===== src/rtl/fft_input_reorder.sv =====
// fft_input_reorder: stores natural-order complex frames in a ping-pong buffer and replays them in bit-reversed order.
// Optional build macro FFT_IN_SIGNMAG_CONV_EN converts two's-complement inputs to sign-magnitude before storage.
module fft_input_reorder #(
  parameter int N    = 32,
  parameter int LOGN = 5,
  parameter int W    = 16
) (
  input  logic            clk,
  input  logic            rst,
  input  logic            in_valid,
  output logic            in_ready,
  input  logic [W-1:0]    in_re,
  input  logic [W-1:0]    in_im,
  output logic            out_valid,
  input  logic            out_ready,
  output logic [W-1:0]    out_re,
  output logic [W-1:0]    out_im,
  output logic [LOGN-1:0] out_idx,
  output logic            out_last,
  output logic            frame_drop
);

  // Stall counter saturates at 2N+1, which needs LOGN+2 bits.
  localparam int              SCW       = LOGN + 2;
  localparam logic [LOGN-1:0] LAST      = LOGN'(N - 1);
  localparam logic [SCW-1:0]  DROP_AT   = SCW'(2 * N);
  localparam logic [SCW-1:0]  STALL_SAT = SCW'(2 * N + 1);

  logic [1:0]      full;
  logic            wb, rb;
  logic [LOGN-1:0] wcnt, rcnt;
  logic [2*W-1:0]  mem [0:2*N-1];

  logic            wr_en, rd_en, advance, stalled;
  logic [W-1:0]    wr_re, wr_im;
  logic            p_valid;
  logic [LOGN-1:0] p_idx;
  logic [2*W-1:0]  p_data;
  logic [SCW-1:0]  stall_cnt;

  function automatic logic [LOGN-1:0] bitrev(input logic [LOGN-1:0] v);
    logic [LOGN-1:0] r;
    for (int i = 0; i < LOGN; i++) r[i] = v[LOGN-1-i];
    return r;
  endfunction

`ifdef FFT_IN_SIGNMAG_CONV_EN
  // Most negative input has no sign-magnitude equivalent and saturates to all ones.
  function automatic logic [W-1:0] to_signmag(input logic [W-1:0] v);
    logic [W-1:0] mag;
    if (!v[W-1]) return v;
    mag = -v;
    if (mag[W-1]) return '1;
    return {1'b1, mag[W-2:0]};
  endfunction

  assign wr_re = to_signmag(in_re);
  assign wr_im = to_signmag(in_im);
`else
  assign wr_re = in_re;
  assign wr_im = in_im;
`endif

  assign in_ready = !rst && !full[wb];
  assign wr_en    = in_valid && in_ready;
  assign stalled  = in_valid && !in_ready;
  // The read pipeline (p stage plus output register) moves only when the output slot frees up.
  assign advance  = !out_valid || out_ready;
  assign rd_en    = full[rb] && advance;

  // NOTE: sample storage has no reset; stale contents are never visible because full[] gates every read.
  always_ff @(posedge clk) begin
    if (wr_en) mem[{wb, wcnt}] <= {wr_re, wr_im};
  end

  always_ff @(posedge clk) begin
    if (rd_en) p_data <= mem[{rb, bitrev(rcnt)}];
  end

  // NOTE: all state uses non-blocking assignments so every branch sees pre-edge values.
  always_ff @(posedge clk) begin
    if (rst) begin
      full       <= '0;
      wb         <= 1'b0;
      rb         <= 1'b0;
      wcnt       <= '0;
      rcnt       <= '0;
      p_valid    <= 1'b0;
      p_idx      <= '0;
      out_valid  <= 1'b0;
      out_re     <= '0;
      out_im     <= '0;
      out_idx    <= '0;
      out_last   <= 1'b0;
      stall_cnt  <= '0;
      frame_drop <= 1'b0;
    end else begin
      if (wr_en) begin
        wcnt <= wcnt + 1'b1;
        if (wcnt == LAST) begin
          full[wb] <= 1'b1;
          wb       <= ~wb;
        end
      end

      if (rd_en) begin
        rcnt  <= rcnt + 1'b1;
        p_idx <= rcnt;
        if (rcnt == LAST) begin
          full[rb] <= 1'b0;
          rb       <= ~rb;
        end
      end

      if (advance) begin
        p_valid   <= rd_en;
        out_valid <= p_valid;
        out_last  <= p_valid && (p_idx == LAST);
        if (p_valid) begin
          out_re  <= p_data[2*W-1:W];
          out_im  <= p_data[W-1:0];
          out_idx <= p_idx;
        end
      end

      // Diagnostic only: one pulse on the (2N+1)th consecutive stalled cycle.
      if (stalled) begin
        if (stall_cnt != STALL_SAT) stall_cnt <= stall_cnt + 1'b1;
        frame_drop <= (stall_cnt == DROP_AT);
      end else begin
        stall_cnt  <= '0;
        frame_drop <= 1'b0;
      end
    end
  end

endmodule


===== config.mk =====
export PLATFORM = sky130hd
export DESIGN_NAME = fft_input_reorder
export DESIGN_NICKNAME = d
export VERILOG_FILES = /design/src/rtl/fft_input_reorder.sv
export SDC_FILE = /design/constraint.sdc
export NUM_CORES = 2
export LEC_CHECK = 0
export BUFFER_PORTS_ARGS = -buffer_cell sky130_fd_sc_hd__buf_2
export CORE_MARGIN = 5
export CORE_UTILIZATION = 55
export DETAILED_ROUTE_END_ITERATION = 7
export GPL_ROUTABILITY_DRIVEN = 0
export PLACE_DENSITY = 0.71
export SLEW_MARGIN = 15
export SYNTH_ARGS = -nofsm -noshare
export SYNTH_HDL_FRONTEND = slang
export SYNTH_SLANG_ARGS = --single-unit

===== constraint.sdc =====
create_clock -name clk -period 7.5 [get_ports clk]
set_input_delay 1.125 -clock clk [delete_from_list [all_inputs] [get_ports clk]]
set_output_delay 1.125 -clock clk [all_outputs]
set_load 0.1 [all_outputs]

# Word level (Yosys, flattened, before mapping)

Memory sizes are Yosys's and may differ from the RTL's. A register that Yosys moved wholly into a read port is not among the register bits.
Index checks and enable logic that the tools add are counted.

Flip-flop bits (word level): 67
RAM bits: 2048
Bits of input ports: 36
Output and inout port bits: 41
Logic and storage cells: 64
Memories: 1

$add $sub $neg: 3
Magnitude comparators: 4
Equal/unequal tests: 5
Mux-type cells: 15
Bitwise operators: 6
Reductions and logical operators: 16

Memories:

| memory | depth | width | read ports | clocked after Yosys merged registers in | write ports | RTL line | RTL |
|---|---|---|---|---|---|---|---|
| mem    | 64    | 32    | 1          | 1                                       | 1           | 32       | `logic [2*W-1:0] mem [0:2*N-1];` |

Operators by type and width:

| cell                                                       | count |
|---|---|
| == test 5 bit, second input constant                       | 3 |
| adder 5 x 1 -> 5 bit, second input constant                | 2 |
| two-way mux 2 bit                                          | 5 |
| two-way mux 1 bit                                          | 8 |
| adder 7 x 1 -> 7 bit, second input constant                | 1 |
| == test 7 bit, second input constant                       | 1 |
| logical AND 1 bit                                          | 7 |
| != test 7 bit, second input constant                       | 1 |
| AND reduction 2 bit                                        | 3 |
| logical NOT 1 bit                                          | 4 |
| less-than comparator 1 x 2 -> 1 bit, second input constant | 2 |
| NOT 1 bit                                                  | 3 |
| bitwise AND 2 bit                                          | 1 |
| demux 1 bit (select 1 bit)                                 | 2 |
| greater-or-equal comparator 1 bit, second input constant   | 2 |
| NOT 2 bit                                                  | 1 |
| OR 2 bit                                                   | 1 |
| OR reduction 2 bit                                         | 1 |
| logical OR 1 bit                                           | 1 |

# Depth between registers and ports, before layout

Word-level depth: 11
Depth in mapped cells: 10

# Worst setup path after synthesis

Ideal clock, no wire load.

Kind: input to register
From: in rst
To: mem mem[29][0] (netlist name), enable pin
Data arrival time: 3438 ps
Data required time: 7079 ps
Slack: 3641 ps
Stages: 6
Buffers on the path: 2
Cells stage by stage: clkbuf_1 -> nand2b_1 -> nor2_1 -> buf_2 -> nand4b_1 -> nor2_1

Cells in the longest elaborated chain, start to end: 5

Ends and longest elaborated chain:

| element                                 | RTL line | RTL |
|---|---|---|
| start, declared                         | 9        | `input logic rst,` |
| logical NOT 1 bit                       | 64       | `assign in_ready = !rst && !full[wb];` |
| logical AND 1 bit                       | 64       |  |
| logical AND 1 bit                       | 65       | `assign wr_en = in_valid && in_ready;` |
| two-way mux 1 bit                       | 73       | `if (wr_en) mem[{wb, wcnt}] <= {wr_re, wr_im};` |
| two-way mux 1 bit (not written as such) | 73       |  |
| end, declared                           | 32       |  |

No other way between the ends.

# Worst setup path after layout

From: reg wb
To: mem mem[49][23] (netlist name), enable pin

Cells in the longest elaborated chain, start to end: 7

Ends and longest elaborated chain:

| element                                               | RTL line | RTL |
|---|---|---|
| start, declared                                       | 30       | `logic wb, rb;` |
| start signal, assigned                                | 102      | `wb <= ~wb;` |
| two-way mux 1 bit (not written as such) (2 in series) | 64       |  |
| logical NOT 1 bit                                     | 64       |  |
| logical AND 1 bit                                     | 64       |  |
| logical AND 1 bit                                     | 65       |  |
| two-way mux 1 bit                                     | 73       |  |
| two-way mux 1 bit (not written as such)               | 73       |  |

Several ways; a longest one is shown, not always the timed one. The select of a mux whose other input is x is not followed.

==> impl_metrics.py <==
metrics = {
    "status": {
        "status": "finished, final reports clean",
    },
    "critical_path": {
        "crit_type": "register to register",
        "cp_top_family": "simple AND/OR/NAND/NOR gates",
        "rr_worst_depth": 5,
        "endpoint_kind": "register",
        "crit_arrival_ns": 4.90,
        "worstPathMaxFanout": 17,
        "start_kind": "register",
        "crit_cells": 5,
        "r2r-start": "wb$_SDFFE_PP0P_",
        "critPathSlowestCell": "nand3_1",
        "critical_path_buf_inv_count": 1,
        "worstSetupStartpoint": "wb$_SDFFE_PP0P_",
        "cp_slowest_stage_delay_ns": 1.11,
        "path_cells": "mux2_2 > nor2_1 > nand3_1 > nor2_4 > buf_4",
        "cp.required_ns": 7.98,
    },
    "clock_network": {
        "clockRootBuffer": "clkbuf_16",
        "insertion_delay_ns": 0.82,
        "htreeDepth": 4,
        "cts_tree": "yes",
        "cts.clk_slew.worst_paths_ns": 0.06,
        "cts-resized-gates": 0,
        "cts_buffers": 204,
        "cts_hold_buf": 0,
        "clock_path_buffers": 3,
        "clkSinkCount": 2147,
        "cts_setup_buffers": 0,
    },
    "floorplanning": {
        "io-pin-count": 77,
        "die_h_um": 395,
        "coreArea_mm2": 0.147,
        "die-area_mm2": 0.156,
        "rows": 141,
        "die_w_um": 395,
        "start_util": 0.553,
    },
    "yosys": {
        "synth-edff-count": 2080,
        "ys_types": 59,
        "synth_area_mm2": 0.0816,
        "synth_ff_type": "edfxtp_1",
        "synth_nets": 3824,
        "synthArstFlopShare": 0,
        "synth-seq-cells": 2147,
        "yosysSeqAreaShare": 0.782,
        "yosysWarnings": 0,
        "syn_area_per_cell_um2": 21.6,
        "synthCells": 3781,
    },
    "grt": {
        "antenna_found_initial": 16,
        "grt_first_pass_wirelength_um": 289000,
        "grt_pass1_vias": 39407,
        "overflow": 0,
        "grt_start_max_net_pins": 99,
        "track_usage": 0.258,
    },
    "layout": {
        "fin_util": 0.617,
        "n_fill_cell": 9864,
        "drive_above_1_share": 0.241,
        "fin_cells": 6046,
        "nets": 3995,
        "area_delta_synth_final_pct": 11.6,
    },
    "routing": {
        "routed_wl_um": 201000,
        "antenna_left": 0,
        "num_vias": 39968,
        "wl_per_cell_um": 33.2,
        "drt_pass1_iterations": 6,
        "drt_iter0_drc": 5790,
        "via_per_inst": 6.61,
        "drc": 0,
    },
    "sta": {
        "slew_headroom": 0.131,
        "finalCritPeriodShare": 0.589,
        "tns_ns": 0,
        "slew_viol_final": 0,
        "final_hold_viol_count": 0,
        "timing.fmax_mhz": 226,
        "setup_viol": 0,
        "worstMarginPinSlew_ns": 1.30,
        "skew_ns": 0.0213,
        "min_period_ns": 4.42,
        "rsz0062_at_grt": "no",
    },
    "power": {
        "power_leakage_nw": 27.1,
        "p_per_area_mw_per_mm2": 255,
        "finalPower_mw": 23.2,
        "peakVddDrop_uv": 243,
    },
    "place": {
        "dp.cells": 5669,
        "io_buffers": 76,
        "place_hpwl_um": 114000,
    },
    "worst_hold_path": {
        "hold_start": "out_re[1]$_SDFFE_PP0P_",
        "hold_depth": 2,
        "hold_path_class": "register to register",
    },
    "job": {
        "cap_violations": 0,
    },
}
==> final timing paths <==
path	endpoint	slack, ns
hold / removal	out_re[1]$_SDFFE_PP0P_	0.45
setup reg to reg	mem[49][23]$_DFFE_PP_	3.08
hold reg to reg	out_re[1]$_SDFFE_PP0P_	0.45
setup / recovery	mem[49][23]$_DFFE_PP_	3.08
==> power by group <==
part | internal (mW) | total, mW | switching (mW)
sequential | 13.2 | 13.2 | 0.00514
combinational | 0.0419 | 0.321 | 0.279
clock | 5.45 | 9.73 | 4.28
==> final cells by class <==
type,instances,area (um2),area share
Timing Repair Buffer,187,1450,0.0159
Clock inverter,109,790,0.00868
Clock buffer,259,5450,0.0599
Sequential cell,2147,63800,0.701
Inverter,5,18.8,0.000206
Multi-Input combinational cell,1407,17100,0.187
Antenna cell,2,5.00,0.0000550
Tap cell,1930,2410,0.0265
==> routing by layer <==
layer  routed length, um  GRT usage  part of all wire  up-vias
li1                    -          -                 -    16284
met1               75200      0.365              0.37    20939
met2               95800      0.401              0.48     2375
met5                  54          0           0.00027        -
met3               21800     0.0603              0.11      362
met4                8030     0.0932             0.040        8
==> Yosys cell counts (all sizes together), types with 9 or more instances <==
master,instances,area (um2)
a221oi,19,173
mux2i,172,1720
a2111oi,12,105
buf,128,892
a22o,30,263
a311oi,11,96.3
o22ai,28,175
a22oi,81,608
clkbuf,94,353
dfxtp,67,1340
nor2,119,447
a21o,14,105
o221ai,69,604
edfxtp,2080,62500
a21oi,87,435
nand3,21,105
o21ai,31,155
mux4,440,9910
nand2,136,510
nor3,9,45.0
a211oi,19,143
==> layout by cell type (no fill, tap or decap), types with 8 or more instances in the layout <==
master and instances:
o221ai_1 69, nor3_1 9, nor2_1 53, a221oi_1 18, buf_4 101, a311oi_1 11, nor2_4 66, mux4_2 440
clkbuf_1 48, nand2_1 136, o22ai_1 28, buf_12 13, nand3_1 20, a21o_1 14, clkinv_1 53, o21ai_0 28
mux2i_1 172, a22oi_1 81, edfxtp_1 2080, xnor2_1 8, bufinv_16 10, a22o_1 30, clkinv_2 34, buf_2 70
clkbuf_16 210, nand4_1 8, dfxtp_1 61, a211oi_1 19, a21oi_1 87
==> registers in the layout (all words and copies together), names as in the netlist <==
name	count
frame_drop	1
full	2
mem	2048
out_idx	5
out_im	16
out_last	1
out_re	16
out_valid	1
p_data	32
p_idx	5
p_valid	1
rb	1
rcnt	5
stall_cnt	7
wb	1
wcnt	5
==> worst register-to-register path, cell delays in order (launching register included) <==
cell and delay, ns:
dfxtp_1 0.50, mux2_2 0.42, nor2_1 0.67, nand3_1 1.12, nor2_4 0.93, buf_4 0.43
==> per-stage QoR <==
step | setup WS (ns) | area (um2) | hold slack [ns]
detailed placement | 2.44 | 84600 | 0.446
global placement | 2.51 | 84600 | 0.442
floorplan | 3.64 | 81600 | 0.441
finish | 3.08 | 91000 | 0.450
CTS | 3.19 | 90800 | 0.454
global route | 2.99 | 91000 | 0.482
==> cell families (layout without fill, tap and decap cells) <==
group,Yosys count,count (layout),share of synthesized area
flip-flops,2147,2147,0.782
multiplexers,618,618,0.143
AO/OA/AOI/OAI,427,427,0.0380
AND/OR/NAND/NOR,341,341,0.0182
buffers and inverters,227,560,0.0155
XOR/XNOR,14,14,0.00150
adder cells (fa/ha/maj),7,7,0.00107
other,0,2,0
(Power assumes the default switching activity.)
